==> src/rtl/asteroids_pkg.sv <==
// rtl/asteroids_pkg.sv - shared asteroid types, point values and counter sizing
package asteroids_pkg;

    typedef enum logic [1:0] {
        AST_LARGE = 2'd0,
        AST_MED   = 2'd1,
        AST_SMALL = 2'd2,
        AST_NONE  = 2'd3
    } ast_size_t;

    typedef enum logic [1:0] {
        WAIT  = 2'd0,
        SPAWN = 2'd1,
        ALIVE = 2'd2
    } ctrl_state_t;

    localparam int PTS_LARGE_DEF = 20;
    localparam int PTS_MED_DEF   = 50;
    localparam int PTS_SMALL_DEF = 100;

    // Width able to hold 0..max_val, never narrower than one bit.
    function automatic int cnt_w(input int max_val);
        return (max_val < 1) ? 1 : $clog2(max_val + 1);
    endfunction

endpackage

==> src/rtl/asteroid_hit_ctrl_if.sv <==
// rtl/asteroid_hit_ctrl_if.sv - pixel-mask inputs and game-control outputs of the hit controller
interface asteroid_hit_ctrl_if
    import asteroids_pkg::*;
#(
    parameter int SCORE_W = 16
);
    logic               vsync;
    logic               pixel_valid;
    logic               asteroid_px;
    logic               torpedo_px;
    logic               ship_px;
    logic               new_asteroid;
    logic               asteroid_hit;
    logic               torpedo_kill;
    logic               ship_hit;
    ast_size_t          size_level;
    logic [SCORE_W-1:0] score;

    modport master (
        output vsync, pixel_valid, asteroid_px, torpedo_px, ship_px,
        input  new_asteroid, asteroid_hit, torpedo_kill, ship_hit, size_level, score
    );

    modport slave (
        input  vsync, pixel_valid, asteroid_px, torpedo_px, ship_px,
        output new_asteroid, asteroid_hit, torpedo_kill, ship_hit, size_level, score
    );
endinterface

==> src/rtl/frame_counter.sv <==
// rtl/frame_counter.sv - loadable down-counter stepped once per frame, reports zero and <=1
module frame_counter
    import asteroids_pkg::*;
#(
    parameter int MAX_VAL  = 1,
    parameter bit RST_FULL = 1'b0
) (
    input  logic clk,
    input  logic resetN,
    input  logic load_i,
    input  logic dec_i,
    output logic zero_o,
    output logic le_one_o
);
    localparam int W = cnt_w(MAX_VAL);

    logic [W-1:0] cnt_q;

    always_ff @(posedge clk) begin
        if (!resetN) begin
            cnt_q <= RST_FULL ? W'(MAX_VAL) : '0;
        end else if (load_i) begin
            cnt_q <= W'(MAX_VAL);
        end else if (dec_i && (cnt_q != '0)) begin
            cnt_q <= cnt_q - W'(1);
        end
    end

    assign zero_o   = (cnt_q == '0);
    assign le_one_o = (cnt_q <= W'(1));
endmodule

==> src/rtl/asteroid_hit_ctrl.sv <==
// rtl/asteroid_hit_ctrl.sv - per-frame collision latching, asteroid lifecycle, hit/spawn pulses and score
module asteroid_hit_ctrl
    import asteroids_pkg::*;
#(
    parameter int RESPAWN_FRAMES = 120,
    parameter int GRACE_FRAMES   = 8,
    parameter int PTS_LARGE      = PTS_LARGE_DEF,
    parameter int PTS_MED        = PTS_MED_DEF,
    parameter int PTS_SMALL      = PTS_SMALL_DEF,
    parameter int SCORE_W        = 16
) (
    input logic          clk,
    input logic          resetN,
    asteroid_hit_ctrl_if.slave bus
);
    localparam int SUM_W = SCORE_W + 33;

    ctrl_state_t        state_q, state_d;
    ast_size_t          size_q, size_d;
    logic [SCORE_W-1:0] score_q, score_d;
    logic               t_hit_q, t_hit_d, s_hit_q, s_hit_d;
    logic               new_q, new_d, hit_q, hit_d, kill_q, kill_d, ship_q, ship_d;

    logic               resp_load, resp_dec, resp_le_one;
    logic               grace_load, grace_dec, grace_zero;
    logic               pix_qual;
    logic [31:0]        pts;
    logic [SUM_W-1:0]   sum;
    logic [SCORE_W-1:0] score_add;

    frame_counter #(.MAX_VAL(RESPAWN_FRAMES), .RST_FULL(1'b1)) u_respawn (
        .clk(clk), .resetN(resetN), .load_i(resp_load), .dec_i(resp_dec),
        .zero_o(), .le_one_o(resp_le_one)
    );

    frame_counter #(.MAX_VAL(GRACE_FRAMES), .RST_FULL(1'b0)) u_grace (
        .clk(clk), .resetN(resetN), .load_i(grace_load), .dec_i(grace_dec),
        .zero_o(grace_zero), .le_one_o()
    );

    always_comb begin
        case (size_q)
            AST_LARGE: pts = 32'(PTS_LARGE);
            AST_MED:   pts = 32'(PTS_MED);
            default:   pts = 32'(PTS_SMALL);
        endcase
        sum       = SUM_W'(score_q) + SUM_W'(pts);
        score_add = (|sum[SUM_W-1:SCORE_W]) ? '1 : sum[SCORE_W-1:0];
    end

    always_ff @(posedge clk) begin
        if (!resetN) begin
            state_q <= WAIT;
            size_q  <= AST_NONE;
            score_q <= '0;
            t_hit_q <= 1'b0;
            s_hit_q <= 1'b0;
            new_q   <= 1'b0;
            hit_q   <= 1'b0;
            kill_q  <= 1'b0;
            ship_q  <= 1'b0;
        end else begin
            state_q <= state_d;
            size_q  <= size_d;
            score_q <= score_d;
            t_hit_q <= t_hit_d;
            s_hit_q <= s_hit_d;
            new_q   <= new_d;
            hit_q   <= hit_d;
            kill_q  <= kill_d;
            ship_q  <= ship_d;
        end
    end

    always_comb begin
        state_d    = state_q;
        size_d     = size_q;
        score_d    = score_q;
        new_d      = 1'b0;
        hit_d      = 1'b0;
        kill_d     = 1'b0;
        ship_d     = 1'b0;
        resp_load  = 1'b0;
        resp_dec   = 1'b0;
        grace_load = 1'b0;
        grace_dec  = 1'b0;

        // Latches are evaluated from their old value on vsync, then restart with any coincident pixel.
        pix_qual = (state_q == ALIVE) && grace_zero && bus.pixel_valid && bus.asteroid_px;
        t_hit_d  = (t_hit_q && !bus.vsync) || (pix_qual && bus.torpedo_px);
        s_hit_d  = (s_hit_q && !bus.vsync) || (pix_qual && bus.ship_px);

        case (state_q)
            WAIT: begin
                if (bus.vsync) begin
                    resp_dec = 1'b1;
                    if (resp_le_one) state_d = SPAWN;
                end
            end
            SPAWN: begin
                new_d      = 1'b1;
                size_d     = AST_LARGE;
                grace_load = 1'b1;
                state_d    = ALIVE;
            end
            ALIVE: begin
                if (bus.vsync) begin
                    if (!grace_zero) begin
                        grace_dec = 1'b1;
                    end else begin
                        if (t_hit_q) begin
                            hit_d      = 1'b1;
                            kill_d     = 1'b1;
                            score_d    = score_add;
                            grace_load = 1'b1;
                            case (size_q)
                                AST_LARGE: size_d = AST_MED;
                                AST_MED:   size_d = AST_SMALL;
                                default: begin
                                    size_d    = AST_NONE;
                                    resp_load = 1'b1;
                                    state_d   = WAIT;
                                end
                            endcase
                        end
                        ship_d = s_hit_q;
                    end
                end
            end
            default: state_d = WAIT;
        endcase
    end

    assign bus.new_asteroid = new_q;
    assign bus.asteroid_hit = hit_q;
    assign bus.torpedo_kill = kill_q;
    assign bus.ship_hit     = ship_q;
    assign bus.size_level   = size_q;
    assign bus.score        = score_q;
endmodule

==> src/flat_wrapper.sv <==
// flat-port wrapper written by rule: the top's interface ports become plain ports
module asteroid_hit_ctrl_flat import asteroids_pkg::*;
#(
    parameter int RESPAWN_FRAMES = 120,
    parameter int GRACE_FRAMES   = 8,
    parameter int PTS_LARGE      = PTS_LARGE_DEF,
    parameter int PTS_MED        = PTS_MED_DEF,
    parameter int PTS_SMALL      = PTS_SMALL_DEF,
    parameter int SCORE_W        = 16
)
  (clk, resetN, bus_vsync, bus_pixel_valid, bus_asteroid_px, bus_torpedo_px, bus_ship_px, bus_new_asteroid, bus_asteroid_hit, bus_torpedo_kill, bus_ship_hit, bus_size_level, bus_score);
  asteroid_hit_ctrl_if #(.SCORE_W(SCORE_W)) bus_i ();
  input logic clk;
  input logic resetN;
  input wire logic [$bits(bus_i.vsync)-1:0] bus_vsync;
  input wire logic [$bits(bus_i.pixel_valid)-1:0] bus_pixel_valid;
  input wire logic [$bits(bus_i.asteroid_px)-1:0] bus_asteroid_px;
  input wire logic [$bits(bus_i.torpedo_px)-1:0] bus_torpedo_px;
  input wire logic [$bits(bus_i.ship_px)-1:0] bus_ship_px;
  output wire logic [$bits(bus_i.new_asteroid)-1:0] bus_new_asteroid;
  output wire logic [$bits(bus_i.asteroid_hit)-1:0] bus_asteroid_hit;
  output wire logic [$bits(bus_i.torpedo_kill)-1:0] bus_torpedo_kill;
  output wire logic [$bits(bus_i.ship_hit)-1:0] bus_ship_hit;
  output wire logic [$bits(bus_i.size_level)-1:0] bus_size_level;
  output wire logic [$bits(bus_i.score)-1:0] bus_score;
  assign bus_i.vsync = bus_vsync;
  assign bus_i.pixel_valid = bus_pixel_valid;
  assign bus_i.asteroid_px = bus_asteroid_px;
  assign bus_i.torpedo_px = bus_torpedo_px;
  assign bus_i.ship_px = bus_ship_px;
  assign bus_new_asteroid = bus_i.new_asteroid;
  assign bus_asteroid_hit = bus_i.asteroid_hit;
  assign bus_torpedo_kill = bus_i.torpedo_kill;
  assign bus_ship_hit = bus_i.ship_hit;
  assign bus_size_level = bus_i.size_level;
  assign bus_score = bus_i.score;
  asteroid_hit_ctrl #(.RESPAWN_FRAMES(RESPAWN_FRAMES), .GRACE_FRAMES(GRACE_FRAMES), .PTS_LARGE(PTS_LARGE), .PTS_MED(PTS_MED), .PTS_SMALL(PTS_SMALL), .SCORE_W(SCORE_W)) u_core (.clk(clk), .resetN(resetN), .bus(bus_i));
endmodule
==> config.mk <==
export PLATFORM = sky130hd
export DESIGN_NAME = asteroid_hit_ctrl_flat
export DESIGN_NICKNAME = d
export VERILOG_FILES = /design/src/rtl/asteroids_pkg.sv /design/src/rtl/asteroid_hit_ctrl_if.sv /design/src/rtl/frame_counter.sv /design/src/rtl/asteroid_hit_ctrl.sv /design/src/flat_wrapper.sv
export SDC_FILE = /design/constraint.sdc
export NUM_CORES = 1
export LEC_CHECK = 0
export CAP_MARGIN = 10
export CELL_PAD_IN_SITES_DETAIL_PLACEMENT = 2
export CELL_PAD_IN_SITES_GLOBAL_PLACEMENT = 2
export CORE_MARGIN = 8
export CORE_UTILIZATION = 33
export CTS_BUF_LIST = sky130_fd_sc_hd__clkbuf_16
export DETAILED_ROUTE_END_ITERATION = 8
export GPL_TIMING_DRIVEN = 0
export HOLD_SLACK_MARGIN = 0.08
export PLACE_DENSITY_LB_ADDON = 0.08
export SLEW_MARGIN = 25
export SYNTH_ARGS = -nofsm -noshare
export SYNTH_HDL_FRONTEND = slang
export SYNTH_SLANG_ARGS = --single-unit
==> constraint.sdc <==
create_clock -name clk -period 3.5 [get_ports clk]
set_input_delay 0.525 -clock clk [delete_from_list [all_inputs] [get_ports clk]]
set_output_delay 0.525 -clock clk [all_outputs]
set_load 0.05 [all_outputs]
Word level (Yosys, flattened, before mapping) --
Index checks and enable logic that the tools add are counted.
Word-level totals: register bits 36, output and inout port bits 22, word-level logic and storage cells 84
Cells by class: add/subtract/negate cells 3, order comparisons 1, eq/ne operators 9, muxes and demuxes 31, bitwise gates (word level) 1, reductions and logical operators 28
Operators with widths (count):
- OR reduction 33 bit | 1
- 2-to-1 mux 2 bit | 9
- adder 16 x 7 -> 17 bit | 1
- 2-to-1 mux 16 bit | 1
- 2-to-1 mux 1 bit | 14
- case mux 7 bit (2 select lines) | 1
- AND reduction 4 bit | 3
- logical AND 1 bit | 9
- 2-to-1 mux 4 bit | 2
- case mux 2 bit (2 select lines) | 2
- less-or-equal comparator 7 x 1 -> 1 bit, second input constant | 1
- nonzero test 7 bit | 1
- subtractor 7 x 1 -> 7 bit, second input constant | 1
- inequality test 2 x 1 -> 1 bit, second input constant | 3
- inequality test 2 bit, second input constant | 3
- case mux 2 bit (3 select lines) | 1
- AND reduction 6 bit | 1
- OR reduction 2 bit | 3
- equality test 2 x 1 -> 1 bit, second input constant | 2
- logical NOT 2 bit | 2
- logical NOT 4 bit | 1
- nonzero test 2 bit | 2
- nonzero test 4 bit | 1
- subtractor 4 x 1 -> 4 bit, second input constant | 1
- other kinds (6) | 7

Longest topological paths before layout --
depth after elaboration 8, mapped depth 10

Cells and area by module --
A second synthesis with hierarchy kept.
Second synthesis, totals: cells, all modules 230, area, all modules 2058.2 um^2
Modules (own cells, without submodules):
- asteroid_hit_ctrl | times used 1, cells an instance 159, area an instance 1425.1 um^2
- frame_counter at u_core.u_respawn | times used 1, cells an instance 42, area an instance 384.1 um^2
- frame_counter at u_core.u_grace | times used 1, cells an instance 29, area an instance 249.0 um^2

Worst setup path before layout --
OpenSTA, ideal clock, no wires.
path type reg-to-reg, start reg u_core.size_q[1], in the netlist u_core.bus.size_level[1], end reg u_core.score_q[4], in the netlist u_core.bus.score[4], library setup time 0.116 ns, arrival time 2.732 ns, data required time 3.384 ns, slack 0.652 ns, stages on the path, launching flop included 10, path buffers 1, period minus slack after synthesis 2.848 ns, path through dfxtp_1 > buf_2 > nor2b_1 > inv_1 > ha_1 > a21o_1 > a311o_1 > o211ai_4 > or4b_1 > o211a_1
Between the ends: longest elaborated chain between the ends 5
RTL lines:
- from (decl) | line asteroid_hit_ctrl.sv:19 | ast_size_t size_q, size_d;
- from (signal assigned) | line asteroid_hit_ctrl.sv:64 | size_q <= size_d;
- equality test 2 x 1 -> 1 bit or logical NOT 2 bit (tied branches) | line asteroid_hit_ctrl.sv:42 | case (size_q)
- case mux 7 bit (2 select lines) * | line asteroid_hit_ctrl.sv:42
- adder 16 x 7 -> 17 bit * | line asteroid_hit_ctrl.sv:47 | sum = SUM_W'(score_q) + SUM_W'(pts);
- OR reduction 33 bit | line asteroid_hit_ctrl.sv:48 | score_add = (|sum[SUM_W-1:SCORE_W]) ? '1 : sum[SCORE_W-1:0];
- 2-to-1 mux 16 bit * | line asteroid_hit_ctrl.sv:48
- to (signal assigned) | line asteroid_hit_ctrl.sv:65 | score_q <= score_d;
- to (decl) | line asteroid_hit_ctrl.sv:20 | logic [SCORE_W-1:0] score_q, score_d;
Every way passes the cells marked *; elsewhere a longest branch is shown, timed or not. A chain may end at the register's enable or synchronous reset.

Worst setup path in the final report --
start reg u_core.size_q[1], in the netlist u_core.bus.size_level[1], end reg u_core.score_q[15], in the netlist u_core.bus.score[15]
The elaborated chain is that of the path after synthesis.

==> out/qor.txt <==
Share of the synthesized area in the top cell type = 36.20%
Combinational family with the most area after synthesis = compound AO/OA/AOI/OAI gates
Reg clk slew, reported paths = 0.06 ns
Nets = 277
CTS Root Buffer Type = clkbuf_16
CP Class = flip-flop to flip-flop
Simple-gate share of the synthesized area = 19.61%
FILL cells = 680
Dpl hpwl = 4.123 mm
Synth Area in XOR/XNOR = 6.160%
H-tree lvl count = 2
Max Fclk = 325.6 MHz
Core area = 5886 um2
Remaining Overflow, GRT = 0
Pleak = 0.0009251 uW
Post-Route WL = 5.523 mm
Setup bufs post-CTS = 0
Worst slew pin tran = 0.6980 ns
Vias post-DR = 1747
Number of distinct library cells after synthesis = 54
Min Tclk post-route = 3.072 ns
Most frequent CP cell = nor2b_1
Synth Area in Adders = 8.925%
Mux contribution to synthesized area = 1.006%
I/O pin count = 29
Ys Warns = 0
Die H = 93.67 um
Vias in the first global route = 1836
Dominant synthesized flop cell = dfxtp_1
1st-pass router iterations = 4
Final worst setup slack = 0.4284 ns
Setup_tns = 0 ns
Initial Utilization = 33.82%
Clk buf depth = 2
GPL Wtd Cong = 0.7276
Cell Rows = 28
Crit-path slowest cell = a2111oi_0
TritonCTS Sinks = 36
Clk_skew = 0.003630 ns
Synthesized cell area = 1991 um2
Synth area leaders = dfxtp_1 (36%), ha_1 (6.9%), xnor2_1 (3.5%)
VDD IR max = 188.7 uV
Max-slew headroom = 52.26%
Detailed-route DRC error count = 0
Hold Crit Class = flip-flop to flip-flop
Dpl cell area = 2355 um2
Clock Latency Late Sink = 0.28 ns
Worst Path Buf+Inv = 2
Compound-Gate Fraction of Synth Area = 22.31%
FFs w/ async S/R, synth = 0%
Port Buffers = 27
Initial antenna violation count = 0
Mapped Nets = 243
GRT Overall Usage = 13.23%
RSZ-0062 raised after global routing = false
CP Capture Type = flip-flop
Synth cell count leaders = dfxtp_1 (36), inv_1 (18), nand2_1 (17), o21ai_0 (12)
CP max FO = 10
# hold bufs at CTS = 0
Chip width = 93.67 um
Period utilization = 87.76%
Cell with the most instances after synthesis = dfxtp_1
Syn_area_per_cell = 8.887 um2
Crit-path cells = buf_2 -> nor2b_1 -> ha_1 -> inv_1 -> fa_1 -> nor2b_1 -> a31oi_1 -> a2111oi_0 -> nand3_1 -> o211a_1
Synth-to-layout area growth = 25.02%
DIE AREA = 8773 um2
Top Family by Delay on Critical Path = compound AO/OA/AOI/OAI gates
Drt wl/cell = 16.59 um
Post-CTS sizing = 0
Antenna Nets Post-Route = 0
Design area = 2489 um2
CP max stage delay = 0.72 ns
Share of cells above drive strength 1 = 6.202%
Sequential fraction of the synthesis area = 36.20%
Clock buffer count from CTS = 5
Hold WS = 0.4461 ns
EDFF count, synth = 0
Flops & latches, synth = 36
ANT cells = 0
Finished Core Util = 42.28%
Vias/cell = 5.246
CP Launch Type = flip-flop
Pwr/cell area = 376.9 nW/um2
# setup viols final = 0
Global-route wire length before repair = 9.163 mm
Max-cap viol count = 0
Pin count of the biggest net entering global routing = 11
CP Data Required Time = 3.68 ns
Gate Count Post-Synth = 224
CP arrival = 3.25 ns
TritonCTS clock tree = done
Outcome = completed
Final Hold Fails = 0
Dpl ws = 0.4121 ns
1st-iter DRT viols = 34
Largest area contributor in the netlist = dfxtp_1
Final slew viol count = 0
-- through the flow --
stage	instances	total power, uW
4_1_cts	333	958.8
3_5_place_dp	326	523.5
6_report	333	937.9
2_1_floorplan	224	494.1
5_1_grt	333	984.8
3_3_place_gp	326	520.5
-- where the power goes --
part / internal, uW / total [uW] / switching, uW / leakage (uW)
Sequential: 421 / 431 / 10.2 / 0.000291
Combinational: 33.8 / 82.4 / 48.6 / 0.000563
Clock: 256 / 425 / 169 / 0.0000709
Total: 710 / 938 / 228 / 0.000925
-- worst paths after layout --
path                                               start  slack, ns  cells after the start                   end
worst max-delay path            u_core.bus.size_level[1]       0.43                     10  u_core.bus.score[15]
worst min-delay path                 u_core.bus.score[0]       0.45                      2   u_core.bus.score[0]
worst max register to register  u_core.bus.size_level[1]       0.43                     10  u_core.bus.score[15]
worst min register to register       u_core.bus.score[0]       0.45                      2   u_core.bus.score[0]
-- cell usage in the layout, fill, tap and decap left out, types with 2 or more instances in the layout --
cell | Yosys | routed
a21boi_0 | 6 | 6
and3_1 | 3 | 3
o21ai_0 | 12 | 12
mux2i_1 | 2 | 2
and2_1 | 4 | 4
a211oi_1 | 6 | 6
nand3_1 | 7 | 7
o311a_1 | 2 | 2
dfxtp_1 | 36 | 36
nand2_1 | 17 | 17
ha_1 | 11 | 11
maj3_1 | 2 | 2
buf_2 | 2 | 2
o211a_1 | 6 | 6
nor2_1 | 10 | 10
clkbuf_1 | 5 | 5
inv_1 | 18 | 19
a21oi_1 | 7 | 7
nand4_1 | 2 | 2
xnor2_1 | 8 | 8
clkdlybuf4s50_1 | 0 | 27
or4b_1 | 2 | 2
xor2_1 | 6 | 6
or2_2 | 2 | 2
a31oi_1 | 5 | 5
nor3_1 | 3 | 3
and4_1 | 2 | 2
nor2b_1 | 11 | 11
clkbuf_16 | 0 | 5
-- per-layer routing --
layer	up-vias	GRT usage [%]	part of all wire, %
met5	-	0	0
met4	0	4.359	1.2
met3	7	2.878	3.6
met2	22	22.27	48
met1	858	16.29	47
li1	860	-	-
-- registers in the layout, indices dropped and copies added (netlist names) --
| signal | count |
|---|---|
| u_core.bus.score | 16 |
| u_core.bus.ship_hit | 1 |
| u_core.u_grace.cnt_q | 4 |
| u_core.state_q | 2 |
| u_core.u_respawn.cnt_q | 7 |
| u_core.t_hit_q | 1 |
| u_core.bus.asteroid_hit | 1 |
| u_core.s_hit_q | 1 |
| u_core.bus.size_level | 2 |
| u_core.bus.new_asteroid | 1 |
-- layout make-up --
cell class	count	area (um2)	area share, %
clock inverters	2	8.758	0.3519
inverters	18	67.56	2.715
clock buffers	5	125.1	5.028
well taps	75	93.84	3.771
flip-flops and latches	36	720.7	28.96
repair buffers	27	270.3	10.86
plain buffers	9	47.55	1.911
multi-input cells	161	1155	46.41
-- tightest hold or removal path, delay by kind of cell (launching register included) --
family | cells | cell delay, ns
buffers and inverters | 1 | 0.05
AOI/OAI and AO/OA | 1 | 0.05
DFF | 1 | 0.30
-- kinds of logic (layout without fill, tap and decap cells) --
kind of cell,after synthesis,after routing
AND/OR/NAND/NOR,71,71
AO/OA/AOI/OAI,60,60
adder cells (fa/ha/maj),14,14
buffers and inverters,27,61
multiplexers,2,2
flip-flops,36,36
XOR/XNOR,14,14
Note: power is estimated with default switching activity, not from simulation.
==> patch 1: new RTL, same settings <==
`GRACE_FRAMES` is set to 8 in 2 places; all go to 16.
--- a/src/rtl/asteroid_hit_ctrl.sv
+++ b/src/rtl/asteroid_hit_ctrl.sv
@@ -3,7 +3,7 @@
     import asteroids_pkg::*;
 #(
     parameter int RESPAWN_FRAMES = 120,
-    parameter int GRACE_FRAMES   = 8,
+    parameter int GRACE_FRAMES   = 16,
     parameter int PTS_LARGE      = PTS_LARGE_DEF,
     parameter int PTS_MED        = PTS_MED_DEF,
     parameter int PTS_SMALL      = PTS_SMALL_DEF,
--- a/src/flat_wrapper.sv
+++ b/src/flat_wrapper.sv
@@ -2,7 +2,7 @@
 module asteroid_hit_ctrl_flat import asteroids_pkg::*;
 #(
     parameter int RESPAWN_FRAMES = 120,
-    parameter int GRACE_FRAMES   = 8,
+    parameter int GRACE_FRAMES   = 16,
     parameter int PTS_LARGE      = PTS_LARGE_DEF,
     parameter int PTS_MED        = PTS_MED_DEF,
     parameter int PTS_SMALL      = PTS_SMALL_DEF,
Check against the original RTL: same outputs for any inputs over 10 cycles, from zero or initial values and one cycle with resetN low; that may be too few to reach the edited logic, so the function may still have changed.
==> patch 1 against the original RTL <==
- sequential cell count grew 1
- worst setup slack gained 0.079 ns
- final area grew 5.4%
- routed wire length grew 8.3%
- total power grew 10%
- synthesized area grew 5.2%
- fmax grew 2.7%
- critical endpoint is now u_core.bus.score[12]
- largest power group is now the clock network
==> patch 1: results (changes against the original RTL) <==
finish:
  nMultiInputCombCells: 178  # +11%
  fin_nets: 296  # +6.9%
  drive_gt1_frac: 0.0647  # +0.00273
  buffers: 41  # +14%
  stdcell_count: 355  # +6.6%
  nonClkBufAreaFrac: 0.130  # +0.00248
  nNonClkInverters: 14  # -4
yosys:
  syn_area_per_cell_um2: 8.62  # -3.0%
  syn-num-nets: 262  # +7.8%
  synthTopCellsByArea: "dfxtp_1, ha_1, xor2_1"
  synthTopCellsByCount: "dfxtp_1, nand2_1, inv_1, nor2_1, o21ai_0"
sta:
  holdWs_ns: 0.449  # +0.00262 ns
  period_needed_ns: 2.99  # -0.0793 ns
hold_path:
  min_from: "u_core.s_hit_q"
placement:
  post_dp_cell_area_um2: 2460  # +4.5%
  gp_congestion: 0.729  # +0.22%
  hpwl_um: 4340  # +5.4%
global_routing:
  grt_pass1_vias: 1996  # +8.7%
  grt_max_degree: 12  # +1
  grt_first_pass_wirelength_um: 9860  # +7.6%
status:
  status: "finished clean"
critical_path:
  rrSetupSlack_ns: 0.51  # +0.08 ns
  crit_path_top_delay_cell: "a21boi_1"
  critPathMaxStageDelay_ns: 0.40  # -0.32 ns
  cp-endpoint: "u_core.bus.score[12]"
detailed_routing:
  wirelength_um: 5980  # +8.3%
power_and_ir_drop:
  cellInternalPower_mw: 0.799  # +12%
## patch 1: worst min-delay path, delay by kind of cell (launching register included)
family        cells  cell delay, ns
flops             1            0.31
simple gates      2            0.10
## patch 1: power groups by stage
stage	sequential [mW]	combinational (mW)	clock (mW)
after floorplan	0.456	0.0519	0
after global placement	0.450	0.0853	0
after detailed placement	0.451	0.0874	0
after CTS	0.441	0.0887	0.518
after global routing	0.442	0.0976	0.528
final	0.441	0.0863	0.508
## patch 1: kinds of logic (layout without fill, tap and decap cells)
kind of cell,after synthesis,after routing,share of synthesized area
buf+inv,28,63,0.0591
compound gates,61,61,0.206
simple gates,84,84,0.216
mux,2,2,0.00956
flops,37,37,0.354
fa+ha+maj,14,14,0.0848
xor+xnor,17,17,0.0711
## patch 1: per-layer routing
metal / GRT usage / vias up / routed length [um]
met5: 0 / - / 0
met4: 0.0384 / 0 / 70
met3: 0.0291 / 10 / 227
met2: 0.227 / 29 / 2780
met1: 0.172 / 927 / 2900
li1: - / 921 / -
==> patch 2: new RTL, same settings <==
Made on the original files. Encoding of `ctrl_state_t`: now one-hot (3 bits for 3 states).
--- a/src/rtl/asteroids_pkg.sv
+++ b/src/rtl/asteroids_pkg.sv
@@ -8,10 +8,10 @@
         AST_NONE  = 2'd3
     } ast_size_t;
 
-    typedef enum logic [1:0] {
-        WAIT  = 2'd0,
-        SPAWN = 2'd1,
-        ALIVE = 2'd2
+    typedef enum logic [2:0] {
+        WAIT  = 3'b001,
+        SPAWN = 3'b010,
+        ALIVE = 3'b100
     } ctrl_state_t;
 
     localparam int PTS_LARGE_DEF = 20;
Behaviour: no difference found for any inputs over 10 cycles, from zero or initial values and one cycle with resetN low; not proved beyond that.
==> patch 2 against the original RTL <==
- via count is 3.6% higher
- sequential cell count increased by 1
- sequential power grew 0.9%
- worst setup slack improved by 0.15 ns
- utilization increased by 0.83 points
- clock skew grew 0.00088 ns
- final cell count increased by 2.4%
- non-clock buffer count down 1
- routed wire length rose by 4.6%
- final area is 3.2% higher
- total power down 3.5%
- synthesized area rose by 3.2%
- critical path type unchanged
- critical endpoint unchanged
==> patch 2: results (changes against the original RTL) <==
yosys:
  yosys_most_used_dff: "dfxtp_1"
  synthXorXnorAreaFrac: 0.0725  # +0.0109
  synthTopCellsByArea: "dfxtp_1, ha_1, xnor2_1"
  ys_types: 58  # +7.4%
  synthTopCellsByCount: "dfxtp_1, nor2_1, nand2_1, a21oi_1, inv_1"
  muxShareOfSynthArea: 0.00487  # -0.00518
  synthAdderAreaFrac: 0.0682  # -0.0210
  synthArstFlopShare: 0  # unchanged
  ys_seq_area_frac: 0.361  # -0.00150
  syn-num-nets: 246  # +1.2%
  synth_compound_area_frac: 0.189  # -0.0343
finish:
  fin_nets: 281  # +1.4%
  largest_register_ffs: 16  # unchanged
  antenna_cells: 0  # unchanged
  drive_gt1_frac: 0.0940  # +0.0320
placement:
  hpwl_um: 4340  # +5.2%
  gp_congestion: 0.722  # -0.71%
  io_buffers: 28  # +3.7%
global_routing:
  grt_first_pass_wirelength_um: 10200  # +11%
  antenna_found_initial: 0  # unchanged
  grt_pass1_vias: 2020  # +10%
  grt_usage: 0.141  # +0.00850
  grt_max_degree: 12  # +1
detailed_routing:
  wl_met3_um: 164  # -18%
  dr_wl_met2_um: 2840  # +6.3%
  top_layer_used: "met4"
  drtPass1Iterations: 4  # unchanged
  wl_met1_um: 2740  # +5.7%
  drt_iter0_drc: 24  # -29%
  dr_total_vias: 1810  # +3.6%
  avgRoutedWirePerCell_um: 16.9  # +2.1%
power_and_ir_drop:
  ir_worst_vdd_v: 0.000159  # -16%
  p_leak_nw: 0.886  # -4.2%
status:
  status: "finished clean"
critical_path:
  worstPathMaxFanout: 10  # unchanged
  rrSetupSlack_ns: 0.58  # +0.15 ns
  arrival_ns: 3.06  # -0.19 ns
  rr_worst_depth: 10  # unchanged
  crit_type: "register to register"
clock_network:
  clk_latency_ns: 0.28  # about the same
  clk_pin_slew_ns: 0.06  # about the same
  clockRootBuffer: "clkbuf_16"
hold_path:
  min_to: "u_core.bus.ship_hit"
  min_from: "u_core.s_hit_q"
sta:
  clock_skew_ns: 0.00451  # +0.000883 ns
  max-slew-margin-rel: 0.544  # +0.0211
==> patch 2: area by class of cell <==
type	count	area, um2
clock buffers	5	125
well taps	75	93.8
multi-input cells	171	1230
inverters	15	56.3
fillers	688	3390
clock inverters	3	13.8
flip-flops and latches	37	741
plain buffers	7	31.3
repair buffers	28	280
==> patch 2: critical path, cell delays in order, from the launching register on <==
cell and delay [ns]:
dfxtp_1 0.38, clkbuf_1 0.29, nor2b_1 0.23, ha_1 0.21, inv_1 0.06, fa_1 0.41, and2b_1 0.27, a31oi_2 0.23
a2111oi_2 0.45, xnor2_1 0.18, a21oi_2 0.07
==> patch 2: routing by layer <==
metal | up-vias | global-route usage
li1 | 893 | -
met1 | 893 | 0.170
met2 | 18 | 0.249
met3 | 6 | 0.0302
met4 | 0 | 0.0312
met5 | - | 0
==> patch 2: kinds of logic after synthesis <==
kind of cell             count (synthesis)
multiplexers                             1
AND/OR/NAND/NOR                         90
flip-flops                              37
buffers and inverters                   22
AO/OA/AOI/OAI                           52
XOR/XNOR                                17
adder cells (fa/ha/maj)                 11
==> patch 2: per-stage QoR <==
stage | cell area, um2 | setup WS, ns | util | hold slack (ns) | cells
3_3_place_gp | 2430 | 0.594 | 0.408 | 0.449 | 333
6_report | 2570 | 0.580 | 0.431 | 0.458 | 341
3_5_place_dp | 2430 | 0.572 | 0.408 | 0.450 | 333
2_1_floorplan | 2050 | 0.752 | - | 0.422 | 230
5_1_grt | 2570 | 0.334 | 0.431 | 0.485 | 341
4_1_cts | 2570 | 0.543 | 0.431 | 0.461 | 341
==> patch 2: where the power goes <==
part	leakage (nW)	internal, mW	switching [mW]
registers	0.299	0.428	0.00682
clock network	0.0748	0.258	0.167
logic	0.512	0.0196	0.0250
total	0.886	0.706	0.199
